$ cat src/rtl/ap_divmod_pkg.sv
// Shared types and sizing helpers for the ap_divmod iterative divider.
package ap_divmod_pkg;

    typedef enum logic [1:0] {
        ST_LOAD = 2'd0,
        ST_ITER = 2'd1,
        ST_FIX  = 2'd2,
        ST_DONE = 2'd3
    } state_t;

    // Edges from the first rst=0 edge until ready rises on the iterative path.
    function automatic int unsigned divmod_latency(input int unsigned width);
        return width + 2;
    endfunction

    function automatic int unsigned divmod_cnt_w(input int unsigned width);
        return $clog2(width + 1);
    endfunction

endpackage

$ cat src/rtl/ap_divmod_step.sv
// One combinational restoring-division step on a WIDTH+1 bit partial remainder.
module ap_divmod_step #(
    parameter int unsigned WIDTH = 32
) (
    input  logic [WIDTH:0]   prem,
    input  logic [WIDTH-1:0] divisor,
    input  logic             dvd_bit,
    output logic [WIDTH:0]   prem_next_c,
    output logic             q_bit_c
);

    logic [WIDTH+1:0] shifted;
    logic [WIDTH+1:0] dvs_ext;

    always_comb begin
        shifted     = {prem, dvd_bit};
        dvs_ext     = {2'b00, divisor};
        q_bit_c     = (shifted >= dvs_ext);
        prem_next_c = q_bit_c ? (WIDTH+1)'(shifted - dvs_ext) : (WIDTH+1)'(shifted);
    end

endmodule

$ cat src/rtl/ap_divmod.sv
// Iterative signed/unsigned divider with quotient, remainder and divide-by-zero flag.
// Define AP_DIVMOD_EARLY_EN to short-cut trivial operands straight from LOAD to FIX.
module ap_divmod
    import ap_divmod_pkg::*;
#(
    parameter int unsigned WIDTH  = 32,
    parameter bit          SIGNED = 1'b1
) (
    input  logic             clk,
    input  logic             rst,
    input  logic [WIDTH-1:0] a,
    input  logic [WIDTH-1:0] b,
    output logic [WIDTH-1:0] quotient,
    output logic [WIDTH-1:0] remainder,
    output logic             div_by_zero,
    output logic             ready
);

    localparam int unsigned CNT_W = divmod_cnt_w(WIDTH);

    state_t           state, state_nxt;
    logic [CNT_W-1:0] cnt, cnt_nxt;
    logic [WIDTH-1:0] dvd, dvd_nxt;
    logic [WIDTH-1:0] dvs, dvs_nxt;
    logic [WIDTH:0]   prem, prem_nxt;
    logic             neg_q, neg_q_nxt;
    logic             neg_r, neg_r_nxt;
    logic             zero, zero_nxt;
    logic [WIDTH-1:0] quotient_nxt, remainder_nxt;
    logic             div_by_zero_nxt, ready_nxt;

    logic             a_neg, b_neg;
    logic [WIDTH-1:0] a_mag, b_mag;
    logic [WIDTH:0]   step_prem;
    logic             step_q;

    // Operand magnitudes; most-negative maps onto its unsigned magnitude.
    always_comb begin
        a_neg = SIGNED && a[WIDTH-1];
        b_neg = SIGNED && b[WIDTH-1];
        a_mag = a_neg ? (~a + WIDTH'(1)) : a;
        b_mag = b_neg ? (~b + WIDTH'(1)) : b;
    end

    // The dividend register shifts out its MSB and collects quotient bits at the LSB.
    ap_divmod_step #(
        .WIDTH (WIDTH)
    ) u_step (
        .prem        (prem),
        .divisor     (dvs),
        .dvd_bit     (dvd[WIDTH-1]),
        .prem_next_c (step_prem),
        .q_bit_c     (step_q)
    );

    always_ff @(posedge clk) begin
        if (rst) begin
            state       <= ST_LOAD;
            cnt         <= '0;
            dvd         <= '0;
            dvs         <= '0;
            prem        <= '0;
            neg_q       <= 1'b0;
            neg_r       <= 1'b0;
            zero        <= 1'b0;
            quotient    <= '0;
            remainder   <= '0;
            div_by_zero <= 1'b0;
            ready       <= 1'b0;
        end else begin
            state       <= state_nxt;
            cnt         <= cnt_nxt;
            dvd         <= dvd_nxt;
            dvs         <= dvs_nxt;
            prem        <= prem_nxt;
            neg_q       <= neg_q_nxt;
            neg_r       <= neg_r_nxt;
            zero        <= zero_nxt;
            quotient    <= quotient_nxt;
            remainder   <= remainder_nxt;
            div_by_zero <= div_by_zero_nxt;
            ready       <= ready_nxt;
        end
    end

    always_comb begin
        state_nxt       = state;
        cnt_nxt         = cnt;
        dvd_nxt         = dvd;
        dvs_nxt         = dvs;
        prem_nxt        = prem;
        neg_q_nxt       = neg_q;
        neg_r_nxt       = neg_r;
        zero_nxt        = zero;
        quotient_nxt    = quotient;
        remainder_nxt   = remainder;
        div_by_zero_nxt = div_by_zero;
        ready_nxt       = ready;

        case (state)
            ST_LOAD: begin
                dvd_nxt   = a_mag;
                dvs_nxt   = b_mag;
                prem_nxt  = '0;
                neg_q_nxt = a_neg ^ b_neg;
                neg_r_nxt = a_neg;
                zero_nxt  = (b == '0);
                cnt_nxt   = CNT_W'(WIDTH);
                state_nxt = ST_ITER;
`ifdef AP_DIVMOD_EARLY_EN
                // Trivial operands: preload the magnitude results FIX expects.
                if (b_mag == '0) begin
                    dvd_nxt   = '1;
                    prem_nxt  = {1'b0, a_mag};
                    state_nxt = ST_FIX;
                end else if (b_mag == WIDTH'(1)) begin
                    dvd_nxt   = a_mag;
                    prem_nxt  = '0;
                    state_nxt = ST_FIX;
                end else if (a_mag < b_mag) begin
                    dvd_nxt   = '0;
                    prem_nxt  = {1'b0, a_mag};
                    state_nxt = ST_FIX;
                end
`endif
            end
            ST_ITER: begin
                dvd_nxt  = {dvd[WIDTH-2:0], step_q};
                prem_nxt = step_prem;
                cnt_nxt  = cnt - CNT_W'(1);
                if (cnt == CNT_W'(1)) begin
                    state_nxt = ST_FIX;
                end
            end
            ST_FIX: begin
                // Zero divisor: restoring steps leave |a| as remainder, so re-signing restores a.
                if (zero) begin
                    quotient_nxt = '1;
                end else begin
                    quotient_nxt = neg_q ? (~dvd + WIDTH'(1)) : dvd;
                end
                remainder_nxt   = neg_r ? (~prem[WIDTH-1:0] + WIDTH'(1)) : prem[WIDTH-1:0];
                div_by_zero_nxt = zero;
                ready_nxt       = 1'b1;
                state_nxt       = ST_DONE;
            end
            ST_DONE: begin
                state_nxt = ST_DONE;
            end
            default: begin
                state_nxt = ST_LOAD;
            end
        endcase
    end

endmodule

$ cat config.mk
export PLATFORM = sky130hd
export DESIGN_NAME = ap_divmod
export DESIGN_NICKNAME = d
export VERILOG_FILES = /design/src/rtl/ap_divmod_pkg.sv /design/src/rtl/ap_divmod_step.sv /design/src/rtl/ap_divmod.sv
export SDC_FILE = /design/constraint.sdc
export NUM_CORES = 1
export LEC_CHECK = 0
export BUFFER_PORTS_ARGS = -buffer_cell sky130_fd_sc_hd__buf_2
export CORE_UTILIZATION = 54
export DETAILED_ROUTE_END_ITERATION = 12
export PLACE_DENSITY = 0.79
export SETUP_SLACK_MARGIN = 0.15
export SKIP_LAST_GASP = 1
export SLEW_MARGIN = 20
export SYNTH_ARGS = -nofsm -noshare
export SYNTH_HDL_FRONTEND = slang
export SYNTH_HIERARCHICAL = 1
export SYNTH_SLANG_ARGS = --single-unit
$ cat constraint.sdc
create_clock -name clk -period 2.8 [get_ports clk]
set_input_delay 0.56 -clock clk [delete_from_list [all_inputs] [get_ports clk]]
set_output_delay 0.56 -clock clk [all_outputs]
set_load 0.005 [all_outputs]
After elaboration in Yosys (flattened, before gate mapping)
Index checks and enable logic that the tools add are counted.
Storage, ports and cells
  register bits after elaboration: 174
  input port bits: 66
  output and inout port bits: 66
  word-level logic and storage cells: 44
Operators by class
  add/subtract/negate cells: 6
  order comparisons: 1
  equality and inequality tests: 5
  muxes and demuxes: 11
  bitwise operators: 5
  reductions and logical operators: 4
Operator list (count)
  2-to-1 mux 32 bit: 5
  adder 32 x 1 -> 32 bit, second input constant: 4
  NOT 32 bit: 4
  one-hot mux 33 bit (2 select lines): 1
  one-hot mux 32 bit (2 select lines): 1
  >= comparator 34 x 32 -> 1 bit: 1
  2-to-1 mux 33 bit: 1
  subtractor 33 x 32 -> 33 bit: 1
  logical NOT 32 bit: 1
  one-hot mux 6 bit (2 select lines): 1
  == test 6 x 1 -> 1 bit, second input constant: 1
  one-hot mux 2 bit (3 select lines): 1
  subtractor 6 x 1 -> 6 bit, second input constant: 1
  == test 2 bit, second input constant: 2
  == test 2 x 1 -> 1 bit, second input constant: 1
  logical NOT 2 bit: 1
  2-to-1 mux 2 bit: 1
  != test 2 bit, second input constant: 1
  nonzero test 2 bit: 1
  OR reduction 2 bit: 1
  XOR 1 bit: 1

Depth between registers and ports, before layout
Gate-level depths: netlist of run 1.
  depth after elaboration: 4
  mapped depth: 16
  gate-level depth less buffers: 15

By module
The synthesis of run 1 kept the hierarchy.
Modules (own cells, without submodules)
  ap_divmod: times used 1, cells an instance 1100, area an instance 9092.5 um^2, seq. area each 3483.3 um^2
  ap_divmod_step: times used 1, cells an instance 346, area an instance 2190.9 um^2, seq. area each 0.0 um^2

Worst setup path after synthesis of run 1
Ideal clock, no wire load.
  path type: register to register
  start: reg dvd[31]
  end: reg prem[32]
  library setup time: 0.128 ns
  data arrival time: 2.841 ns
  data required time: 2.672 ns
  slack: -0.169 ns
  cell stages (with the launch flop): 15
  buffers on the path: 0
  clock period less this slack: 2.969 ns
  cell sequence: dfxtp_1 -> inv_1 -> ha_1 -> inv_1 -> fa_1 -> a211oi_2 -> o211a_1 -> nor2_1 -> a21o_1 -> a311o_1 -> a311oi_2 -> o21ai_1 -> mux2_1 -> a22oi_1 -> nor2_1
On the way
  cells in the longest elaborated chain, start to end: 3
  elaborated cells between the ends (all ways): 4
  those cells by class: 1 x add/sub; 1 x order compare; 2 x mux
Ends and longest elaborated chain
  start, declared: RTL line ap_divmod.sv:23  | logic [WIDTH-1:0] dvd, dvd_nxt;
  start signal, assigned: RTL line ap_divmod.sv:73  | dvd <= dvd_nxt;
  subtractor 33 x 32 -> 33 bit or >= comparator 34 x 32 -> 1 bit (tied branches): RTL line ap_divmod_step.sv:19, ap_divmod_step.sv:18
  2-to-1 mux 33 bit *: RTL line ap_divmod_step.sv:19  | prem_next_c = q_bit_c ? (WIDTH+1)'(shifted - dvs_ext) : (WIDTH+1)'(shifted);
  named net step_prem[32]: RTL line ap_divmod.sv:34  | logic [WIDTH:0] step_prem;
  one-hot mux 33 bit (2 select lines) *: RTL line ap_divmod.sv:100  | case (state)
  end signal, assigned: RTL line ap_divmod.sv:75  | prem <= prem_nxt;
  end, declared: RTL line ap_divmod.sv:25  | logic [WIDTH:0] prem, prem_nxt;
Mark *: on every way through the listed nets, which the timed path passes. The rest lies on a longest branch.
A chain may end at the register's enable or synchronous reset.

Worst setup path in the final report of run 1
  start: reg dvd[31]
  end: reg prem[22]
Same word-level chain as after synthesis.

==> results of run 1 <==
[worst max-delay path, cell delays in order (launching register included)]
cell                       delay [ns]
sky130_fd_sc_hd__dfxtp_4         0.34
sky130_fd_sc_hd__inv_2           0.05
sky130_fd_sc_hd__ha_4            0.13
sky130_fd_sc_hd__inv_2           0.03
sky130_fd_sc_hd__fa_2            0.34
sky130_fd_sc_hd__a211oi_2        0.27
sky130_fd_sc_hd__o211a_1         0.25
sky130_fd_sc_hd__nor2_2          0.06
sky130_fd_sc_hd__a21o_1          0.16
sky130_fd_sc_hd__a311o_1         0.32
sky130_fd_sc_hd__buf_4           0.16
sky130_fd_sc_hd__a21o_1          0.18
sky130_fd_sc_hd__a21oi_2         0.12
sky130_fd_sc_hd__xnor2_1         0.08
sky130_fd_sc_hd__mux2_4          0.27
sky130_fd_sc_hd__a22oi_2         0.12
sky130_fd_sc_hd__nor2_1          0.06
[metal layers]
metal,vias up,track usage (%)
li1,5592,-
met1,5424,42.8
met2,558,44.5
met3,70,6.44
met4,2,8.96
met5,-,0
[where the power goes]
group | total [µW] | leakage, µW | internal, µW | switching (µW)
clock | 2450 | 0.000289 | 1410 | 1040
sequential | 3110 | 0.00142 | 2780 | 337
combinational | 9730 | 0.00382 | 4490 | 5240
[cells in the mapped netlist, types with 8 or more instances]
cell                       count  area, µm²
sky130_fd_sc_hd__nor2_1      176        661
sky130_fd_sc_hd__dfxtp_1     174       3480
sky130_fd_sc_hd__nand2_1     111        417
sky130_fd_sc_hd__xor2_1       88        771
sky130_fd_sc_hd__clkbuf_1     83        312
sky130_fd_sc_hd__a21oi_1      74        370
sky130_fd_sc_hd__o21ai_0      74        370
sky130_fd_sc_hd__inv_1        63        236
sky130_fd_sc_hd__a211oi_1     52        390
sky130_fd_sc_hd__a22oi_1      46        345
sky130_fd_sc_hd__xnor2_1      41        359
sky130_fd_sc_hd__o31ai_1      39        293
sky130_fd_sc_hd__ha_1         38        475
sky130_fd_sc_hd__nor3_1       26        130
sky130_fd_sc_hd__or3_1        25        156
sky130_fd_sc_hd__nand2b_1     23        144
sky130_fd_sc_hd__o41ai_1      22        193
sky130_fd_sc_hd__nand3_1      21        105
sky130_fd_sc_hd__o22ai_1      21        131
sky130_fd_sc_hd__nor4_1       20        125
sky130_fd_sc_hd__or4_1        19        143
sky130_fd_sc_hd__mux2i_1      15        150
sky130_fd_sc_hd__nor2b_1      14       87.6
sky130_fd_sc_hd__nand4_1      11       68.8
sky130_fd_sc_hd__a21o_1       10       75.1
sky130_fd_sc_hd__o211ai_1     10       75.1
sky130_fd_sc_hd__nand3b_1      9       67.6
sky130_fd_sc_hd__and2_1        8       50.1
sky130_fd_sc_hd__buf_1         8       30.0
sky130_fd_sc_hd__or2_2         8       50.1
[path summary, 6_finish.rpt]
check | from | to | slack [ns] | cells past startpoint
worst max-delay path | dvd[31] | prem[22] | -0.26 | 16
worst min-delay path | a[27] | dvd[27] | 0.41 | 3
worst max register to register | dvd[31] | prem[22] | -0.26 | 16
worst min register to register | remainder[15] | remainder[15] | 0.45 | 2
[state kept, by name, summed over array words and instances, names as in the netlist]
register     cells
dvs             32
neg_r            1
quotient        32
div_by_zero      1
prem            33
neg_q            1
zero             1
state            2
remainder       32
dvd             32
ready            1
cnt              6
[cells by family (layout without fill, tap and decap cells)]
family | Yosys count | after routing | share of synthesized area (%)
and+or+nand+nor | 495 | 495 | 21.3
AOI/OAI and AO/OA | 431 | 431 | 26.5
DFF | 174 | 174 | 30.9
buffers and inverters | 161 | 330 | 5.42
xor gates and xnor gates | 129 | 129 | 10.0
adders and majority gates | 39 | 39 | 4.39
muxes | 17 | 17 | 1.53
[repair_timing]
item | CTS | global route
pin swaps | 19 | 34
buffers inserted | 5 | 10
gates cloned | 2 | 2
gates resized for setup | 39 | 29
hold buffers | 0 | 0
endpoints found under the setup margin | 35 | 36
[final cells by class]
| class | count | area [µm²] | share of cell area (%) |
|---|---|---|---|
| sequential | 174 | 3490 | 25.5 |
| clock buffer | 19 | 433 | 3.16 |
| clock inverter | 12 | 160 | 1.17 |
| tap | 270 | 338 | 2.47 |
| inverter | 64 | 240 | 1.76 |
| multi-input combinational | 1111 | 7440 | 54.4 |
| timing repair buffer | 235 | 1580 | 11.6 |
[through the flow]
step                worst slack, ns  std cells  util [%]
CTS                          -0.102       1873      66.1
global route                 -0.311       1885      67.2
detailed placement           -0.108       1835      61.9
global placement            -0.0725       1835      61.9
floorplan                   -0.0196       1446         -
finish                       -0.261       1885      67.2
==> flow_results.xml, run 1 <==
<?xml version="1.0" encoding="UTF-8"?>
<metrics>
  <group name="sta">
    <metric name="rsz0062_at_grt" unit="">yes</metric>
    <metric name="minimum_clock_period_after_layout" unit="ns">3.06</metric>
    <metric name="report.final.setup_viol" unit="">34</metric>
    <metric name="fin_skew" unit="ns">0.00974</metric>
    <metric name="setup_ws" unit="ns">-0.261</metric>
    <metric name="worst_slew_pin_slew" unit="ns">0.934</metric>
    <metric name="slew_headroom" unit="%">37.5</metric>
    <metric name="fin_tns_setup" unit="ns">-4.46</metric>
    <metric name="maxClockFrequency" unit="GHz">0.327</metric>
    <metric name="timing_max_transition_violations_final" unit="">0</metric>
    <metric name="part_of_the_cycle_the_worst_path_needs" unit="%">109</metric>
    <metric name="hold_violations" unit="">0</metric>
    <metric name="hold-worst-slack" unit="ns">0.412</metric>
  </group>
  <group name="global_route">
    <metric name="grt.overflow.total" unit="">0</metric>
    <metric name="grt_usage" unit="%">29.9</metric>
    <metric name="grt_antenna_before_repair" unit="">2</metric>
    <metric name="grt_max_degree" unit="">52</metric>
    <metric name="number_of_global_route_vias_before_repair" unit="">10400</metric>
    <metric name="global_route_wire_length_before_repair" unit="µm">52500</metric>
  </group>
  <group name="cts">
    <metric name="clock_tree_from_tritoncts" unit="">done</metric>
    <metric name="cts_sinks" unit="">174</metric>
    <metric name="clock_insertion_delay_worst_skew" unit="ns">0.44</metric>
    <metric name="tritoncts.num_buffers" unit="">17</metric>
    <metric name="clock_tree.htree_level_count" unit="">4</metric>
    <metric name="clock_slew_seen_by_the_registers_of_the_worst_setup_and_hold_paths" unit="ns">0.06</metric>
    <metric name="root_buffer_selected_by_cts" unit="">sky130_fd_sc_hd__clkbuf_16</metric>
    <metric name="cts.path.max_buffers" unit="">2</metric>
  </group>
  <group name="routing">
    <metric name="wl_met3" unit="µm">3070</metric>
    <metric name="detailroute.via_count" unit="">11600</metric>
    <metric name="drt-total-wl" unit="µm">33000</metric>
    <metric name="avgViaCountPerCell" unit="">6.18</metric>
    <metric name="top_signal_layer_used" unit="">met5</metric>
    <metric name="drcViolationCount" unit="">0</metric>
    <metric name="routed-wl-met2" unit="µm">14300</metric>
    <metric name="firstDrtPassIters" unit="">6</metric>
    <metric name="initialDrtViolationCount" unit="">1278</metric>
    <metric name="antenna_violating_nets_post_route" unit="">0</metric>
    <metric name="routedLengthMet1" unit="µm">15100</metric>
    <metric name="average_wire_length_per_cell_after_detail_routing" unit="µm">17.5</metric>
  </group>
  <group name="floorplan">
    <metric name="design.die.area" unit="µm²">21500</metric>
    <metric name="core_area" unit="µm²">20400</metric>
    <metric name="die-height" unit="µm">147</metric>
    <metric name="die-width" unit="µm">147</metric>
    <metric name="start_util" unit="%">55.4</metric>
    <metric name="boundaryPins" unit="">132</metric>
    <metric name="number_of_placement_rows" unit="">52</metric>
  </group>
  <group name="finish">
    <metric name="leading_cell_type_in_the_layout_fill_and_taps_excluded" unit="">sky130_fd_sc_hd__dfxtp_1</metric>
    <metric name="drive_above_1_share" unit="%">21.1</metric>
    <metric name="areaGrowthSynthToFinish" unit="%">21.2</metric>
    <metric name="antenna_cells" unit="">0</metric>
    <metric name="finish.instance_area" unit="µm²">13700</metric>
    <metric name="filler_cell_count" unit="">1641</metric>
    <metric name="most-common-layout-cells" unit="">170 x sky130_fd_sc_hd__dfxtp_1, 158 x sky130_fd_sc_hd__nor2_1, 130 x sky130_fd_sc_hd__buf_2</metric>
    <metric name="num-nets-final" unit="">1708</metric>
  </group>
  <group name="outcome">
    <metric name="failed_checks" unit="">negative setup slack</metric>
    <metric name="outcome" unit="">finished, violations left</metric>
  </group>
  <group name="logic_synthesis">
    <metric name="post_synth_instance_area" unit="µm²">11300</metric>
    <metric name="synthesis.instances" unit="">1446</metric>
    <metric name="postSynth.asyncResetShare" unit="%">0</metric>
    <metric name="seq_total_area_yosys" unit="%">30.9</metric>
    <metric name="synthDistinctLibCells" unit="">73</metric>
    <metric name="syn_area_per_cell" unit="µm²">7.80</metric>
    <metric name="synth_flop_cell" unit="">sky130_fd_sc_hd__dfxtp_1</metric>
    <metric name="synth-warning-count" unit="">6</metric>
    <metric name="synth-seq-cells" unit="">174</metric>
    <metric name="synth_enable_flop_cells" unit="">0</metric>
    <metric name="mappedNetlistNets" unit="">1551</metric>
  </group>
  <group name="place">
    <metric name="placement.cell_area" unit="µm²">12600</metric>
    <metric name="finalWeightedCongestion" unit="">0.967</metric>
    <metric name="port_buffers" unit="">131</metric>
    <metric name="post-dp-hpwl" unit="µm">23300</metric>
  </group>
  <group name="min_path">
    <metric name="timing.hold.worst.class" unit="">input pin to flop</metric>
  </group>
  <group name="setup_path">
    <metric name="worstPathArrival" unit="ns">3.37</metric>
    <metric name="worstSetupEndpointType" unit="">flop</metric>
    <metric name="path_class" unit="">flop to flop</metric>
    <metric name="worst_setup_path_start_kind" unit="">flop</metric>
    <metric name="critical_path.max_fanout" unit="">2</metric>
    <metric name="required" unit="ns">3.11</metric>
  </group>
  <group name="pwr">
    <metric name="cellPowerDensity" unit="nW/µm²">1120</metric>
    <metric name="design_power_total" unit="µW">15300</metric>
    <metric name="total_leakage_power" unit="µW">0.00553</metric>
    <metric name="worst_ir_drop_vdd" unit="mV">0.757</metric>
  </group>
  <group name="flow_run">
    <metric name="cap_viol_max_count" unit="">0</metric>
  </group>
</metrics>
No activity file was read; power rests on OpenSTA's default activity.
==> run 2: changes to the inputs <==
--- a/config.mk
+++ b/config.mk
@@ -6,6 +6,7 @@
 export NUM_CORES = 1
 export LEC_CHECK = 0
 export BUFFER_PORTS_ARGS = -buffer_cell sky130_fd_sc_hd__buf_2
+export CORE_ASPECT_RATIO = 1.2
 export CORE_UTILIZATION = 54
 export DETAILED_ROUTE_END_ITERATION = 12
 export PLACE_DENSITY = 0.79
==> flow_results.xml, run 2 (synthesis results as in run 1) <==
<?xml version="1.0" encoding="UTF-8"?>
<metrics>
  <group name="finish">
    <metric name="finish.utilization" unit="%">68.3</metric>
    <metric name="antenna_cells" unit="">0</metric>
    <metric name="leading_cell_type_in_the_layout_fill_and_taps_excluded" unit="">sky130_fd_sc_hd__dfxtp_1</metric>
    <metric name="drive_above_1_share" unit="%">22.3</metric>
    <metric name="finish.instance_area" unit="µm²">13900</metric>
    <metric name="max_flop_register" unit="">prem</metric>
    <metric name="num-nets-final" unit="">1729</metric>
    <metric name="areaGrowthSynthToFinish" unit="%">23.5</metric>
    <metric name="filler_cell_count" unit="">1680</metric>
    <metric name="most-common-layout-cells" unit="">168 x sky130_fd_sc_hd__dfxtp_1, 159 x sky130_fd_sc_hd__nor2_1, 130 x sky130_fd_sc_hd__buf_2</metric>
    <metric name="largest_register_ffs" unit="">33</metric>
  </group>
  <group name="sta">
    <metric name="timing_max_transition_violations_final" unit="">0</metric>
    <metric name="report.final.setup_viol" unit="">34</metric>
    <metric name="maxClockFrequency" unit="GHz">0.313</metric>
    <metric name="slew_headroom" unit="%">35.6</metric>
    <metric name="hold-worst-slack" unit="ns">0.412</metric>
    <metric name="fin_skew" unit="ns">0.0145</metric>
    <metric name="part_of_the_cycle_the_worst_path_needs" unit="%">114</metric>
    <metric name="minimum_clock_period_after_layout" unit="ns">3.19</metric>
    <metric name="worst_slew_pin_slew" unit="ns">0.965</metric>
    <metric name="setup_ws" unit="ns">-0.392</metric>
    <metric name="rsz0062_at_grt" unit="">yes</metric>
    <metric name="fin_tns_setup" unit="ns">-8.82</metric>
    <metric name="hold_violations" unit="">0</metric>
  </group>
  <group name="pwr">
    <metric name="cellPowerDensity" unit="nW/µm²">1180</metric>
    <metric name="total_leakage_power" unit="µW">0.00568</metric>
    <metric name="worst_ir_drop_vdd" unit="mV">0.862</metric>
  </group>
  <group name="cts">
    <metric name="tritoncts.num_buffers" unit="">17</metric>
    <metric name="clock_tree.htree_level_count" unit="">4</metric>
    <metric name="cts.path.max_buffers" unit="">2</metric>
    <metric name="cts_sinks" unit="">174</metric>
    <metric name="clock_slew_seen_by_the_registers_of_the_worst_setup_and_hold_paths" unit="ns">0.07</metric>
    <metric name="clock_insertion_delay_worst_skew" unit="ns">0.45</metric>
    <metric name="root_buffer_selected_by_cts" unit="">sky130_fd_sc_hd__clkbuf_16</metric>
    <metric name="clock_tree_from_tritoncts" unit="">done</metric>
    <metric name="cts_hold_buffers" unit="">0</metric>
  </group>
  <group name="min_path">
    <metric name="worstHoldStart" unit="">b[28]</metric>
    <metric name="timing.hold.worst.class" unit="">input pin to flop</metric>
    <metric name="timing.hold.worst_endpoint" unit="">dvs[28]</metric>
    <metric name="hold_path_depth" unit="">3</metric>
  </group>
  <group name="outcome">
    <metric name="outcome" unit="">finished, violations left</metric>
    <metric name="failed_checks" unit="">negative setup slack</metric>
  </group>
  <group name="place">
    <metric name="place_ws" unit="ns">-0.172</metric>
    <metric name="port_buffers" unit="">131</metric>
    <metric name="post-dp-hpwl" unit="µm">25100</metric>
    <metric name="finalWeightedCongestion" unit="">0.966</metric>
    <metric name="placement.cell_area" unit="µm²">12800</metric>
  </group>
  <group name="global_route">
    <metric name="global_route_wire_length_before_repair" unit="µm">56900</metric>
    <metric name="number_of_global_route_vias_before_repair" unit="">11300</metric>
    <metric name="grt.overflow.total" unit="">0</metric>
    <metric name="grt_max_degree" unit="">88</metric>
    <metric name="grt_usage" unit="%">33.0</metric>
    <metric name="grt_antenna_before_repair" unit="">0</metric>
  </group>
  <group name="floorplan">
    <metric name="design.die.area" unit="µm²">21500</metric>
    <metric name="die-width" unit="µm">134</metric>
    <metric name="boundaryPins" unit="">132</metric>
    <metric name="number_of_placement_rows" unit="">57</metric>
    <metric name="core_area" unit="µm²">20400</metric>
    <metric name="die-height" unit="µm">160</metric>
    <metric name="start_util" unit="%">55.3</metric>
  </group>
  <group name="setup_path">
    <metric name="required" unit="ns">3.12</metric>
    <metric name="worstSetupEndpointType" unit="">flop</metric>
    <metric name="critical_path.max_fanout" unit="">3</metric>
    <metric name="path_class" unit="">flop to flop</metric>
    <metric name="r2r_end" unit="">prem[32]</metric>
    <metric name="timing.reg2reg.setup_slack" unit="ns">-0.39</metric>
    <metric name="r2r-start" unit="">dvd[31]</metric>
    <metric name="worst-r2r-cell-count" unit="">14</metric>
    <metric name="worst_setup_path_start_kind" unit="">flop</metric>
    <metric name="worstPathArrival" unit="ns">3.51</metric>
  </group>
  <group name="routing">
    <metric name="initialDrtViolationCount" unit="">1000</metric>
    <metric name="detailroute.via_count" unit="">11900</metric>
    <metric name="drt-total-wl" unit="µm">35500</metric>
    <metric name="firstDrtPassIters" unit="">6</metric>
    <metric name="antenna_violating_nets_post_route" unit="">0</metric>
    <metric name="average_wire_length_per_cell_after_detail_routing" unit="µm">18.7</metric>
    <metric name="drcViolationCount" unit="">0</metric>
    <metric name="avgViaCountPerCell" unit="">6.27</metric>
  </group>
  <group name="flow_run">
    <metric name="cap_viol_max_count" unit="">0</metric>
  </group>
</metrics>
==> run 2: changes by cell type in the layout (fill, tap and decap cells not counted), sizes merged <==
cell,change
clkbuf,-4
buf,+23
inv,+5
bufinv,-3
clkinv,+1
==> run 2: power by group <==
group          leakage (µW)  internal [µW]  switching [µW]  total [µW]
registers           0.00142           2780             342        3120
logic               0.00397           5130            5680       10800
clock network      0.000294           1220            1230        2460
==> run 2: area by class of cell <==
type	count	area, µm²	area share (%)
flip-flops and latches	174	3490	25.1
clock buffers	17	425	3.05
multi-input cells	1111	7430	53.3
inverters	64	245	1.76
repair buffers	256	1820	13.1
well taps	265	332	2.38
clock inverters	15	185	1.33
==> run 2: how the worst max path moves through the flow <==
stage               startpoint  endpoint
floorplan              dvd[31]  prem[32]
global placement        dvs[0]  prem[32]
detailed placement      dvs[0]  prem[32]
CTS                    dvd[31]  prem[24]
global route           dvd[31]  prem[27]
finish                 dvd[31]  prem[32]
==> run 2: what timing repair did <==
action,CTS,global route
resized for setup,51,28
setup buffers,11,8
endpoints found under the setup margin,38,39
cloned,5,0
endpoints found under the hold margin,0,0
pin swaps,41,33
==> run 2: routing by layer <==
| layer | global-route usage [%] | vias to the layer above | part of all wire (%) |
|---|---|---|---|
| li1 | - | 5658 | - |
| met1 | 36.5 | 5605 | 39 |
| met2 | 57.0 | 493 | 49 |
| met3 | 5.40 | 164 | 4.6 |
| met4 | 24.0 | 0 | 7.0 |
| met5 | 0 | - | 0 |
==> run 2: critical path, stage by stage, from the launching register on <==
cell                       delay [ns]
sky130_fd_sc_hd__dfxtp_4         0.36
sky130_fd_sc_hd__inv_4           0.05
sky130_fd_sc_hd__ha_4            0.12
sky130_fd_sc_hd__inv_2           0.03
sky130_fd_sc_hd__fa_2            0.36
sky130_fd_sc_hd__a211oi_2        0.29
sky130_fd_sc_hd__o211a_1         0.26
sky130_fd_sc_hd__nor2_2          0.07
sky130_fd_sc_hd__a21o_1          0.17
sky130_fd_sc_hd__a311o_1         0.34
sky130_fd_sc_hd__a311oi_2        0.35
sky130_fd_sc_hd__o21ai_1         0.13
sky130_fd_sc_hd__mux2_1          0.32
sky130_fd_sc_hd__a22oi_1         0.15
sky130_fd_sc_hd__nor2_1          0.07
==> run 2: per-stage QoR <==
step	std cells	total power (µW)
3_3_place_gp	1846	11100
2_1_floorplan	1446	8760
4_1_cts	1894	15100
6_report	1902	16400
3_5_place_dp	1846	11200
5_1_grt	1902	17300
==> run 3: changes to the inputs <==
--- a/config.mk
+++ b/config.mk
@@ -10,7 +10,7 @@
 export CORE_UTILIZATION = 54
 export DETAILED_ROUTE_END_ITERATION = 12
 export PLACE_DENSITY = 0.79
-export SETUP_SLACK_MARGIN = 0.15
+export SETUP_SLACK_MARGIN = 0.3
 export SKIP_LAST_GASP = 1
 export SLEW_MARGIN = 20
 export SYNTH_ARGS = -nofsm -noshare
==> flow_results.xml, run 3 (synthesis results as in run 1) <==
<?xml version="1.0" encoding="UTF-8"?>
<metrics>
  <group name="setup_path">
    <metric name="required" unit="ns">3.13</metric>
    <metric name="path_class" unit="">flop to flop</metric>
    <metric name="worstSetupEndpoint" unit="">prem[22]</metric>
    <metric name="critical_path.startpoint" unit="">dvd[31]</metric>
    <metric name="worst-r2r-cell-count" unit="">16</metric>
    <metric name="worstSetupEndpointType" unit="">flop</metric>
    <metric name="worstPathArrival" unit="ns">3.30</metric>
    <metric name="r2r-start" unit="">dvd[31]</metric>
    <metric name="r2r_end" unit="">prem[22]</metric>
    <metric name="timing.reg2reg.setup_slack" unit="ns">-0.18</metric>
    <metric name="critical_path.max_fanout" unit="">3</metric>
    <metric name="worst_setup_path_start_kind" unit="">flop</metric>
  </group>
  <group name="sta">
    <metric name="setup_ws" unit="ns">-0.176</metric>
    <metric name="hold_violations" unit="">0</metric>
    <metric name="minimum_clock_period_after_layout" unit="ns">2.98</metric>
    <metric name="report.final.setup_viol" unit="">24</metric>
    <metric name="hold-worst-slack" unit="ns">0.418</metric>
    <metric name="worst_slew_pin_slew" unit="ns">1.10</metric>
    <metric name="timing_max_transition_violations_final" unit="">0</metric>
    <metric name="rsz0062_at_grt" unit="">yes</metric>
    <metric name="maxClockFrequency" unit="GHz">0.336</metric>
    <metric name="part_of_the_cycle_the_worst_path_needs" unit="%">106</metric>
    <metric name="slew_headroom" unit="%">26.6</metric>
    <metric name="fin_skew" unit="ns">0.0140</metric>
  </group>
  <group name="cts">
    <metric name="cts_hold_buffers" unit="">0</metric>
    <metric name="root_buffer_selected_by_cts" unit="">sky130_fd_sc_hd__clkbuf_16</metric>
    <metric name="tritoncts.num_buffers" unit="">17</metric>
    <metric name="cts_sinks" unit="">174</metric>
    <metric name="clock_slew_seen_by_the_registers_of_the_worst_setup_and_hold_paths" unit="ns">0.07</metric>
    <metric name="clock_tree.htree_level_count" unit="">4</metric>
    <metric name="clock_tree_from_tritoncts" unit="">done</metric>
    <metric name="cts.path.max_buffers" unit="">2</metric>
    <metric name="clock_insertion_delay_worst_skew" unit="ns">0.45</metric>
  </group>
  <group name="floorplan">
    <metric name="die-width" unit="µm">134</metric>
    <metric name="die-height" unit="µm">160</metric>
    <metric name="core_area" unit="µm²">20400</metric>
    <metric name="boundaryPins" unit="">132</metric>
    <metric name="start_util" unit="%">55.3</metric>
    <metric name="design.die.area" unit="µm²">21500</metric>
    <metric name="number_of_placement_rows" unit="">57</metric>
  </group>
  <group name="routing">
    <metric name="avgViaCountPerCell" unit="">6.25</metric>
    <metric name="detailroute.via_count" unit="">11900</metric>
    <metric name="drt-total-wl" unit="µm">36600</metric>
    <metric name="initialDrtViolationCount" unit="">970</metric>
    <metric name="average_wire_length_per_cell_after_detail_routing" unit="µm">19.3</metric>
    <metric name="drcViolationCount" unit="">0</metric>
    <metric name="antenna_violating_nets_post_route" unit="">0</metric>
    <metric name="firstDrtPassIters" unit="">5</metric>
  </group>
  <group name="finish">
    <metric name="areaGrowthSynthToFinish" unit="%">26.8</metric>
    <metric name="largest_register_ffs" unit="">33</metric>
    <metric name="antenna_cells" unit="">0</metric>
    <metric name="layout.cells.non_filler" unit="">1901</metric>
    <metric name="leading_cell_type_in_the_layout_fill_and_taps_excluded" unit="">sky130_fd_sc_hd__dfxtp_1</metric>
    <metric name="max_flop_register" unit="">prem</metric>
    <metric name="drive_above_1_share" unit="%">25.4</metric>
    <metric name="most-common-layout-cells" unit="">167 x sky130_fd_sc_hd__dfxtp_1, 158 x sky130_fd_sc_hd__nor2_1, 130 x sky130_fd_sc_hd__buf_2</metric>
    <metric name="num-nets-final" unit="">1728</metric>
  </group>
  <group name="flow_run">
    <metric name="cap_viol_max_count" unit="">0</metric>
  </group>
  <group name="place">
    <metric name="finalWeightedCongestion" unit="">0.966</metric>
    <metric name="dp.cells" unit="">1846</metric>
    <metric name="post-dp-hpwl" unit="µm">25300</metric>
    <metric name="port_buffers" unit="">131</metric>
  </group>
  <group name="global_route">
    <metric name="grt_max_degree" unit="">71</metric>
    <metric name="grt_antenna_before_repair" unit="">0</metric>
    <metric name="grt.overflow.total" unit="">0</metric>
    <metric name="global_route_wire_length_before_repair" unit="µm">55300</metric>
    <metric name="number_of_global_route_vias_before_repair" unit="">11000</metric>
    <metric name="grt_usage" unit="%">32.2</metric>
  </group>
  <group name="outcome">
    <metric name="outcome" unit="">finished, violations left</metric>
    <metric name="failed_checks" unit="">negative setup slack</metric>
  </group>
  <group name="pwr">
    <metric name="worst_ir_drop_vdd" unit="mV">0.844</metric>
    <metric name="total_leakage_power" unit="µW">0.00573</metric>
    <metric name="cellPowerDensity" unit="nW/µm²">1230</metric>
  </group>
  <group name="min_path">
    <metric name="timing.hold.worst.class" unit="">input pin to flop</metric>
  </group>
</metrics>
-- run 3: changes by cell type in the layout (fill, tap and decap cells not counted), sizes merged --
cell / previous run / this run
clkbuf: 17 / 24
buf: 256 / 251
inv: 73 / 69
clkinv: 5 / 6
-- run 3: critical path: stages, from the launching register on --
cell                       delay [ns]
sky130_fd_sc_hd__dfxtp_4         0.34
sky130_fd_sc_hd__inv_2           0.06
sky130_fd_sc_hd__ha_4            0.12
sky130_fd_sc_hd__inv_2           0.04
sky130_fd_sc_hd__fa_2            0.34
sky130_fd_sc_hd__a211oi_2        0.22
sky130_fd_sc_hd__o211a_1         0.24
sky130_fd_sc_hd__nor2_2          0.06
sky130_fd_sc_hd__a21o_1          0.15
sky130_fd_sc_hd__a311o_1         0.34
sky130_fd_sc_hd__buf_4           0.17
sky130_fd_sc_hd__a21o_1          0.16
sky130_fd_sc_hd__a21oi_2         0.12
sky130_fd_sc_hd__xnor2_1         0.07
sky130_fd_sc_hd__mux2_4          0.26
sky130_fd_sc_hd__a22oi_2         0.13
sky130_fd_sc_hd__nor2_1          0.05
-- run 3: what timing repair did --
action,in CTS,in global routing
hold endpoints to repair,0,0
pin swaps,39,59
cloned,1,4
setup buffers,10,8
endpoints found under the setup margin,41,46
resized for setup,60,84
-- run 3: final cells by class --
class                      instances  area [µm²]
multi-input combinational       1111        7850
fill                            1607        6090
sequential                       174        3500
timing repair buffer             255        1800
clock buffer                      20         467
tap                              265         332
inverter                          64         243
clock inverter                    12         121
-- run 3: metrics by stage --
stage / instance area, µm² / worst slack [ns] / power, µW / TNS (ns) / utilization (%)
CTS: 13700 / -0.152 / 14900 / -0.344 / 67.3
detailed placement: 12800 / -0.156 / 11300 / -0.349 / 62.7
global route: 14300 / -0.288 / 18400 / -4.70 / 70.2
finish: 14300 / -0.176 / 17600 / -1.39 / 70.2
global placement: 12800 / -0.0905 / 11200 / -0.168 / 62.7
floorplan: 11400 / -0.0195 / 8960 / -0.0195 / -
-- run 3: report_power, final --
part	switching [µW]	internal, µW	total, µW
registers	357	2780	3130
clock network	1140	1250	2380
logic	6310	5750	12100
-- run 3: metal layers --
layer | up-vias | share of wire [%] | GRT usage, %
li1 | 5634 | - | -
met1 | 5646 | 39 | 35.6
met3 | 141 | 4.3 | 4.20
met5 | - | 0 | 0
met2 | 464 | 51 | 57.7
met4 | 0 | 6.3 | 20.2
-- run 3: worst min-delay path by stage --
| stage | startpoint | to | slack [ns] | cells after the start |
|---|---|---|---|---|
| CTS | a[27] | dvd[27] | 0.41 | 3 |
| detailed placement | remainder[18] | remainder[18] | 0.44 | 2 |
| global route | a[18] | dvd[18] | 0.43 | 3 |
| global placement | remainder[21] | remainder[21] | 0.43 | 2 |
| floorplan | dvs[12] | dvs[12] | 0.43 | 2 |
| finish | a[27] | dvd[27] | 0.42 | 3 |
